--- config.mk ---
export PLATFORM = sky130hd
export DESIGN_NAME = offset_byte_key_extractor
export DESIGN_NICKNAME = d
export VERILOG_FILES = /design/src/rtl/offset_byte_key_extractor.sv
export SDC_FILE = /design/constraint.sdc
export NUM_CORES = 2
export LEC_CHECK = 0
export BUFFER_PORTS_ARGS = -buffer_cell sky130_fd_sc_hd__clkbuf_2
export CAP_MARGIN = 20
export CORE_ASPECT_RATIO = 0.9
export CORE_MARGIN = 2
export CORE_UTILIZATION = 40
export CTS_CLUSTER_DIAMETER = 30
export DETAILED_ROUTE_END_ITERATION = 6
export MAX_ROUTING_LAYER = met4
export PLACE_DENSITY = 0.69
export SYNTH_ARGS = -nofsm -noshare
export SYNTH_HDL_FRONTEND = slang
export SYNTH_SLANG_ARGS = --single-unit
--- constraint.sdc ---
create_clock -name axis_clk -period 3.5 [get_ports axis_clk]
set_clock_uncertainty 0.2 [all_clocks]
set_input_delay 0.35 -clock axis_clk [delete_from_list [all_inputs] [get_ports axis_clk]]
set_output_delay 0.35 -clock axis_clk [all_outputs]
set_load 0.05 [all_outputs]
--- src/rtl/offset_byte_key_extractor.sv ---
// Buffers the first header beats of each packet and extracts a byte-aligned key
// (offset/length instruction) once both header and instruction are present.
module offset_byte_key_extractor #(
    parameter int C_AXIS_DATA_WIDTH = 256,
    parameter int C_RAM_WIDTH       = 16,
    parameter int C_RAM_DEPTH_WIDTH = 5,
    parameter int C_KEY_WIDTH       = 128,
    parameter int HDR_BEATS         = 2
) (
    input  logic                           axis_clk,
    input  logic                           aresetn,
    input  logic [C_AXIS_DATA_WIDTH-1:0]   s_axis_tdata,
    input  logic [C_AXIS_DATA_WIDTH/8-1:0] s_axis_tkeep,
    input  logic                           s_axis_tvalid,
    input  logic                           s_axis_tlast,
    input  logic [C_RAM_WIDTH-1:0]         i_bram_off_byte,
    input  logic                           i_bram_off_byte_valid,
    input  logic [C_RAM_DEPTH_WIDTH-1:0]   i_bram_off_byte_addrb,
    output logic [C_KEY_WIDTH-1:0]         o_key,
    output logic                           o_key_valid,
    output logic                           o_key_err,
    output logic [C_RAM_DEPTH_WIDTH-1:0]   o_key_addr,
    output logic                           o_instr_drop,
    output logic                           o_pkt_drop
);

    localparam int BEAT_BYTES = C_AXIS_DATA_WIDTH / 8;
    localparam int HDR_W      = C_AXIS_DATA_WIDTH * HDR_BEATS;
    localparam int HDR_BYTES  = BEAT_BYTES * HDR_BEATS;
    localparam int KEY_BYTES  = C_KEY_WIDTH / 8;
    localparam int IDX_W      = (HDR_BEATS > 2) ? $clog2(HDR_BEATS) : 1;

    typedef enum logic [2:0] {
        S_IDLE = 3'd0,
        S_CAPT = 3'd1,
        S_REST = 3'd2,
        S_WAIT = 3'd3,
        S_DROP = 3'd4
    } state_t;

    state_t                         r_state;
    state_t                         w_state_nxt;
    logic [HDR_W-1:0]               r_buf;
    logic [IDX_W-1:0]               r_beat_idx;
    logic                           r_hdr_done;
    logic                           r_pend;
    logic                           r_key_done;
    logic [C_RAM_WIDTH-1:0]         r_instr;
    logic [C_RAM_DEPTH_WIDTH-1:0]   r_addr;

    logic [C_AXIS_DATA_WIDTH-1:0]   w_beat;
    logic                           w_cap_first;
    logic                           w_cap_next;
    logic                           w_hdr_set;
    logic                           w_beat_drop;
    logic                           w_fire;
    logic                           w_legal;
    logic [7:0]                     w_off;
    logic [7:0]                     w_len;
    logic [8:0]                     w_end;
    logic [C_KEY_WIDTH-1:0]         w_window;
    logic [C_KEY_WIDTH-1:0]         w_key;

    // The stream is snooped: there is no tready, every beat with tvalid high is
    // consumed in the cycle it is presented.
    always_comb begin
        w_beat = '0;
        for (int k = 0; k < BEAT_BYTES; k++) begin
            if (s_axis_tkeep[k]) begin
                w_beat[8*k +: 8] = s_axis_tdata[8*k +: 8];
            end
        end
    end

    assign w_fire = r_hdr_done && r_pend && !r_key_done;

    always_comb begin
        w_state_nxt = r_state;
        w_cap_first = 1'b0;
        w_cap_next  = 1'b0;
        w_hdr_set   = 1'b0;
        w_beat_drop = 1'b0;
        case (r_state)
            S_IDLE: begin
                if (s_axis_tvalid) begin
                    w_cap_first = 1'b1;
                    if (s_axis_tlast) begin
                        w_hdr_set   = 1'b1;
                        w_state_nxt = S_WAIT;
                    end else begin
                        w_state_nxt = S_CAPT;
                    end
                end
            end
            S_CAPT: begin
                if (s_axis_tvalid) begin
                    w_cap_next = 1'b1;
                    if (s_axis_tlast) begin
                        w_hdr_set   = 1'b1;
                        w_state_nxt = S_WAIT;
                    end else if (r_beat_idx == IDX_W'(HDR_BEATS - 1)) begin
                        w_hdr_set   = 1'b1;
                        w_state_nxt = S_REST;
                    end
                end
            end
            S_REST: begin
                if (s_axis_tvalid && s_axis_tlast) begin
                    w_state_nxt = (r_key_done || w_fire) ? S_IDLE : S_WAIT;
                end
            end
            S_WAIT: begin
                if (s_axis_tvalid) begin
                    w_beat_drop = 1'b1;
                    if (!s_axis_tlast) begin
                        w_state_nxt = S_DROP;
                    end else if (w_fire) begin
                        w_state_nxt = S_IDLE;
                    end
                end else if (w_fire) begin
                    w_state_nxt = S_IDLE;
                end
            end
            S_DROP: begin
                if (s_axis_tvalid) begin
                    w_beat_drop = 1'b1;
                    if (s_axis_tlast) begin
                        w_state_nxt = (r_key_done || w_fire) ? S_IDLE : S_WAIT;
                    end
                end
            end
            default: w_state_nxt = S_IDLE;
        endcase
    end

    always_ff @(posedge axis_clk or negedge aresetn) begin
        if (!aresetn) begin
            r_state    <= S_IDLE;
            r_buf      <= '0;
            r_beat_idx <= '0;
            r_hdr_done <= 1'b0;
            r_key_done <= 1'b0;
        end else begin
            r_state <= w_state_nxt;
            if (w_cap_first) begin
                r_buf      <= HDR_W'(w_beat);
                r_beat_idx <= IDX_W'(1);
            end else if (w_cap_next) begin
                for (int b = 1; b < HDR_BEATS; b++) begin
                    if (r_beat_idx == IDX_W'(b)) begin
                        r_buf[b*C_AXIS_DATA_WIDTH +: C_AXIS_DATA_WIDTH] <= w_beat;
                    end
                end
                r_beat_idx <= r_beat_idx + 1'b1;
            end
            // Returning to IDLE starts a fresh packet: both flags drop together.
            if (w_state_nxt == S_IDLE) begin
                r_hdr_done <= 1'b0;
                r_key_done <= 1'b0;
            end else begin
                if (w_hdr_set) begin
                    r_hdr_done <= 1'b1;
                end
                if (w_fire) begin
                    r_key_done <= 1'b1;
                end
            end
        end
    end

    always_ff @(posedge axis_clk or negedge aresetn) begin
        if (!aresetn) begin
            r_pend  <= 1'b0;
            r_instr <= '0;
            r_addr  <= '0;
        end else begin
            if (i_bram_off_byte_valid) begin
                r_pend  <= 1'b1;
                r_instr <= i_bram_off_byte;
                r_addr  <= i_bram_off_byte_addrb;
            end else if (w_fire) begin
                r_pend <= 1'b0;
            end
        end
    end

    assign w_off    = r_instr[C_RAM_WIDTH-1 -: 8];
    assign w_len    = r_instr[7:0];
    assign w_end    = {1'b0, w_off} + {1'b0, w_len};
    assign w_legal  = (w_len != 8'd0) && (w_len <= 8'(KEY_BYTES)) && (w_end <= 9'(HDR_BYTES));
    assign w_window = C_KEY_WIDTH'(r_buf >> {w_off, 3'b000});

    // First extracted byte lands in the most significant key byte.
    always_comb begin
        w_key = '0;
        for (int j = 0; j < KEY_BYTES; j++) begin
            if (8'(j) < w_len) begin
                w_key[C_KEY_WIDTH-1-8*j -: 8] = w_window[8*j +: 8];
            end
        end
    end

    always_ff @(posedge axis_clk or negedge aresetn) begin
        if (!aresetn) begin
            o_key        <= '0;
            o_key_valid  <= 1'b0;
            o_key_err    <= 1'b0;
            o_key_addr   <= '0;
            o_instr_drop <= 1'b0;
            o_pkt_drop   <= 1'b0;
        end else begin
            o_key_valid  <= w_fire;
            o_key_err    <= w_fire && !w_legal;
            o_instr_drop <= i_bram_off_byte_valid && r_pend && !w_fire;
            o_pkt_drop   <= w_beat_drop;
            if (w_fire) begin
                o_key      <= w_legal ? w_key : '0;
                o_key_addr <= r_addr;
            end
        end
    end

endmodule

==> results.txt, run 1 <==
* Floorplan die width: 384.3 um
- Gate Count Post-Synth: about 6300
- For this run, the total global-route usage over all layers was measured as approximately three quarters.
* Post-synth design cell area: 52060 um^2
* Dominant cells by area after synthesis: sky130_fd_sc_hd__dfrtp_1, sky130_fd_sc_hd__mux2i_1, sky130_fd_sc_hd__nand2_1
- Most instantiated cells after synthesis: sky130_fd_sc_hd__nand2_1, sky130_fd_sc_hd__dfrtp_1, sky130_fd_sc_hd__nand3_1, sky130_fd_sc_hd__mux2i_1, sky130_fd_sc_hd__a21oi_1
- Top-level port count: 451
- The H-tree was split into 4 levels.
* Chip Height: 346.3 um
- sky130_fd_sc_hd__dfrtp_1 takes more of the synthesized area than any other cell.
* Net count after synthesis: ~6600
* Num CTS Buffers: roughly 150
- The floorplan has roughly 130 rows.
* Stop Error: [ERROR DRT-0255] Maze Route cannot find path of net o_instr_drop in worker of routeBox ( 338100 0 ) ( 384280 48300 ).
* Async set or reset register ratio after synthesis: 100.0%
- The wire-length estimate of the detail-placed layout is 374900 um.
- Pin count of the biggest net entering global routing: 181
* Critical endpoint after global-route timing repair: o_key[121]$_DFFE_PN0P_/D
- The via count of the first global-routing pass came to around 72000.
- Flip-flop and latch count after synthesis: about 680
- In this run the tool buffered the top-level ports with 450 buffer cells.
- The run stopped with a tool error.
* Total number of yosys warnings: 0
* Total number of clock tree sinks: roughly 680
* Post-place instance area: roughly 67000 um^2
* Number of antenna violations at the first check in global routing: 88
* Worst setup slack after placement: -0.6425 ns
* Final weighted congestion in routability-driven placement: 1.396
- Exit stage: 5_2_route
- Sequential cells were found to cover between 30% and 40% of the synthesized design area.
* Mean area per synthesized cell: 8.330 um^2
- After global routing the overflow that remains totals 0.
* Clock tree root buffer cell: sky130_fd_sc_hd__clkbuf_16
- In this run, synthesis inferred 0 flip-flops with an integrated enable.
- Synth Flop Type: sky130_fd_sc_hd__dfrtp_1
* Top-count cell post-synth: sky130_fd_sc_hd__nand2_1
* Effective utilization at floorplan: 40.30%
* Library cells used by synthesis: 86
- Placed instance count: 9287
- In this run the biggest area consumer among cell types represents 32.54% of the synthesized area.
* Worst endpoint kind after the last repair: register data pin
* Longest Clk Path Bufs: 3
* Wire length of the first global-routing pass: around 650000 um
## what timing repair did
item | in CTS | in global routing
gates resized for setup | 104 | 340
pin swaps | 12 | 66
setup endpoints to repair | 81 | 95
cloned | 11 | 7
hold buffers | 430 | 0
endpoints found under the hold margin | 655 | 0
setup buffers | 20 | 97
## cells by family after synthesis
family,count (synthesis),share of synthesized area (%)
AND/OR/NAND/NOR,2324,19.03
buffers and inverters,648,5.730
multiplexers,864,20.32
AO/OA/AOI/OAI,1724,22.07
adder cells (fa/ha/maj),9,0.2307
XOR/XNOR,4,0.06731
flip-flops,677,32.54
## per-stage QoR
step,util (%),hold WS (ns)
floorplan,-,-0.1456
global placement,51.87,0.2385
detailed placement,51.87,0.2502
CTS,60.19,0.02215
global route,62.34,0.06402
## routing by layer
layer / GRT usage (%)
met5: -
met4: 62.44
met3: 58.71
met2: 86.80
met1: 76.91
==> run 2, diff against run 1 <==
--- a/config.mk
+++ b/config.mk
@@ -7,13 +7,10 @@
 export LEC_CHECK = 0
 export BUFFER_PORTS_ARGS = -buffer_cell sky130_fd_sc_hd__clkbuf_2
 export CAP_MARGIN = 20
-export CORE_ASPECT_RATIO = 0.9
 export CORE_MARGIN = 2
-export CORE_UTILIZATION = 40
-export CTS_CLUSTER_DIAMETER = 30
+export CORE_UTILIZATION = 25
 export DETAILED_ROUTE_END_ITERATION = 6
-export MAX_ROUTING_LAYER = met4
-export PLACE_DENSITY = 0.69
+export PLACE_DENSITY_LB_ADDON = 0.15
 export SYNTH_ARGS = -nofsm -noshare
 export SYNTH_HDL_FRONTEND = slang
 export SYNTH_SLANG_ARGS = --single-unit
==> run 2 against run 1 <==
  * The flow now finishes, with violations (negative setup slack)
  * Synthesized area did not move
  * Synthesized cell count did not move
  * Global-route usage is 22 points lower
==> results.txt, run 2 <==
- Crit. End Element: flip-flop
- M1 GR Usage: 66.56%
- Leaving out fill and tap cells, the most frequent cell in the layout is sky130_fd_sc_hd__buf_4.
* Met3 usage in global routing: 20.73%
- Wire length of the first global-routing pass: 712000 um
- Gate Count Post-Synth: 6250
* Final weighted congestion in routability-driven placement: 1.122
* Synth Flop Type: sky130_fd_sc_hd__dfrtp_1
- Detail Placement HPWL: ~470000 um
- Hold Vio Cnt, Final: 0
* Worst hold-check path type: primary input to async pin
* Peak supply drop: 707.7 uV
- Post-synthesis sequential area ratio: 32.54%
* Top delay family on crit path: compound AO/OA/AOI/OAI gates
- Startpoint kind of the worst setup timing path: flip-flop
- CTS built an H-tree with a depth of 3.
- Library cells used by synthesis: 86
* Pin count of the biggest net entering global routing: 90
- For this design, the sink count on the clock tree is 677.
* Grt peak-use layer: met2
- Dividing total power by cell area gives a power density of 867.8 nW/um^2.
* Clock tree root buffer cell: sky130_fd_sc_hd__clkbuf_16
* Remaining design rule violation count: 0
* Cells traversed along the worst timing path: buf_12 > buf_16 > buf_16 > buf_8 > mux4_2 > o22ai_2 > nor3_4 > a222oi_1 > buf_4 > o21ai_2
- Setup violations remaining at the end of the flow were counted as between 60 and 70.
- Critical path's slowest cell: sky130_fd_sc_hd__a222oi_1
- In this run, CTS created clock tree buffers numbering 81.
- Worst setup slack after placement: -0.9742 ns
* Mean area per synthesized cell: 8.330 um^2
- During placement, the flow inserted port buffers numbering 450.
- Counting along the longest clock path gives a buffer depth of 3.
- Post-route setup slack: -0.2442 ns
- The clock reaches the later pin of the worst-skew pair after about 0.80 ns.
- Clk pin slew, worst setup/hold paths: 0.06 ns
* Data required time of the critical path: 3.95 ns
- Measured on the finished design, the core utilization comes to 39.91%.
* Reg with most FFs: r_buf
* Transition time of the tightest slew-check pin: 1.205 ns
- Net count after synthesis: 6573
* Top-count cell post-synth: sky130_fd_sc_hd__nand2_1
- After filler insertion, the fill cell instance count of the layout stands at 21150.
- The largest single stage delay on the critical path is 0.88 ns.
- The floorplan step set the die height to between 400 and 500 um.
- Top cell by count, worst path: sky130_fd_sc_hd__buf_16
- Global routing consumed, on the met2 layer, 68.77% of the routing resources.
- Largest area contributor in the netlist: sky130_fd_sc_hd__dfrtp_1
* Routed length per placed instance: between 40 and 50 um
- Share of layout cells above drive strength 1: 38.12%
* CP arrival: 4.19 ns
* Post-synth design cell area: 52060 um^2
* Violation count after the first detailed-route iteration: 11480
- The count of nets left with antenna violations once routing finished came out at 0.
- The detailed router placed 72230 vias in this run.
- Once placement finished, the instance area stood at 71980 um^2.
* Total number of yosys warnings: 0
- Sorting the synthesized cells by area gives the leading types as sky130_fd_sc_hd__dfrtp_1, sky130_fd_sc_hd__mux2i_1, sky130_fd_sc_hd__nand2_1.
- Number of flip-flops under the largest register name: 512
* Flip-flop and latch count after synthesis: 677
* Number of antenna violations at the first check in global routing: 60
- Across the run, the number of max-cap violations was 0.
* Highest Clock Rate: ~270 MHz
* Crit path max fanout: 8
* Placed instance count: roughly 11000
- TritonCTS clock tree: yes
* Hold_ws: 0.08044 ns
* WP buf/inv: 5
- The critical path is of the flip-flop to flip-flop type.
- By count the netlist is led by sky130_fd_sc_hd__nand2_1, sky130_fd_sc_hd__dfrtp_1, sky130_fd_sc_hd__nand3_1, sky130_fd_sc_hd__mux2i_1, sky130_fd_sc_hd__a21oi_1.
- Summed area of non-filler cells in the final layout: 82650 um^2
- Top-level port count: 451
* Number of cell rows: about 170
* Share of the clock period used by the worst path after layout: 107.0%
- Via count of the first global-routing pass: between 60000 and 70000
- Pins over their slew limit: 0
- Post-DR vias/cell: 6.295
* Static leakage: 36.43 nW
* Area added between synthesis and finish: 58.75%
* Fraction of post-synthesis cell area in the top cell type by area: 32.54%
* Remaining global-route overflow: 0
- The finished layout holds 11480 standard cells, fillers aside.
* Floorplan die width: 460.3 um
* Effective utilization at floorplan: approximately a quarter
- In the final design database the tool counted 8905 nets.
* Failing checks: negative setup slack
* CORE AREA: a little over 200000 um^2
* RSZ-0062 raised after global routing: yes
* GRT Resource Usage Total: 51.82%
- Most frequent cells in the layout: sky130_fd_sc_hd__buf_4, sky130_fd_sc_hd__nand2_1, sky130_fd_sc_hd__dfrtp_1
- Number of flops mapped to enable cells by yosys: 0
- The largest registers in the layout are r_buf: 512 flops, o_key: 128 flops, r_instr: 16 flops.
- Drt pass-1 iters: 6
* Routed Wire Length: 566000 um
* Time the final worst path needs with I/O delays and setup: 3.744 ns
- The floorplan step defined a die boundary enclosing 211900 um^2.
* Async set or reset register ratio after synthesis: 100.0%
* Remaining max-slew budget at the tightest pin: 19.67%
* Run status: finished with violations
-- run 2: layer usage --
metal,share of wire (%),wire [um]
met5,0.090,511
met4,9.2,52290
met2,38,214900
met1,40,225600
met3,13,72640
-- run 2: kinds of logic (layout without fill, tap and decap cells) --
| kind of cell | count (synthesis) | after routing | synth area share (%) |
|---|---|---|---|
| buf+inv | 648 | 3036 | 5.730 |
| mux | 864 | 864 | 20.32 |
| xor+xnor | 4 | 4 | 0.06731 |
| other cells | 0 | 49 | 0 |
| simple gates | 2324 | 2324 | 19.03 |
| compound gates | 1724 | 1724 | 22.07 |
| flops | 677 | 677 | 32.54 |
| fa+ha+maj | 9 | 9 | 0.2307 |
-- run 2: report_power, final --
group          switching, mW  internal (mW)  total, mW
registers               7.39           10.5       17.9
clock network           3.92           4.83       8.75
logic                   28.7           16.3       45.0
-- run 2: area by class of cell --
cell class	count	area, um^2	area share, %
Antenna cell	49	122.6	0.1484
Sequential cell	677	16970	20.53
Inverter	18	73.82	0.08932
Multi-Input combinational cell	4925	34220	41.41
Timing Repair Buffer	2879	25130	30.40
Clock inverter	26	359.1	0.4345
Tap cell	2788	3488	4.221
Clock buffer	113	2288	2.769
-- run 2: per-stage QoR --
stage / power (mW) / TNS (ns)
after global placement: 57.02 / -27.49
after detailed placement: 57.05 / -28.25
after floorplan: 26.22 / 0
after CTS: 67.31 / -0.2945
after global routing: 70.77 / -0.7516
final: 71.72 / -3.499
-- run 2: final timing paths --
kind / startpoint / endpoint / slack, ns / cells after the start
setup / recovery: r_instr[8]$_DFFE_PN0P_ / o_key[44]$_DFFE_PN0P_ / -0.24 / 10
hold reg to reg: r_addr[0]$_DFFE_PN0P_ / o_key_addr[0]$_DFFE_PN0P_ / 0.26 / 2
max in group asynchronous: aresetn / r_buf[245]$_DFFE_PN0P_ / 1.84 / 3
hold / removal: aresetn / r_buf[271]$_DFFE_PN0P_ / 0.08 / 2
setup reg to reg: r_instr[8]$_DFFE_PN0P_ / o_key[44]$_DFFE_PN0P_ / -0.24 / 10
min in group axis_clk: i_bram_off_byte_valid / r_instr[15]$_DFFE_PN0P_ / 0.12 / 3
-- run 2: repair_timing --
action | CTS | global route
hold buffers | 430 | 0
setup buffers | 52 | 40
pin swaps | 22 | 56
endpoints found under the hold margin | 591 | 0
endpoints found under the setup margin | 126 | 119
resized for setup | 250 | 258
cloned | 12 | 3
(Power assumes the default switching activity.)
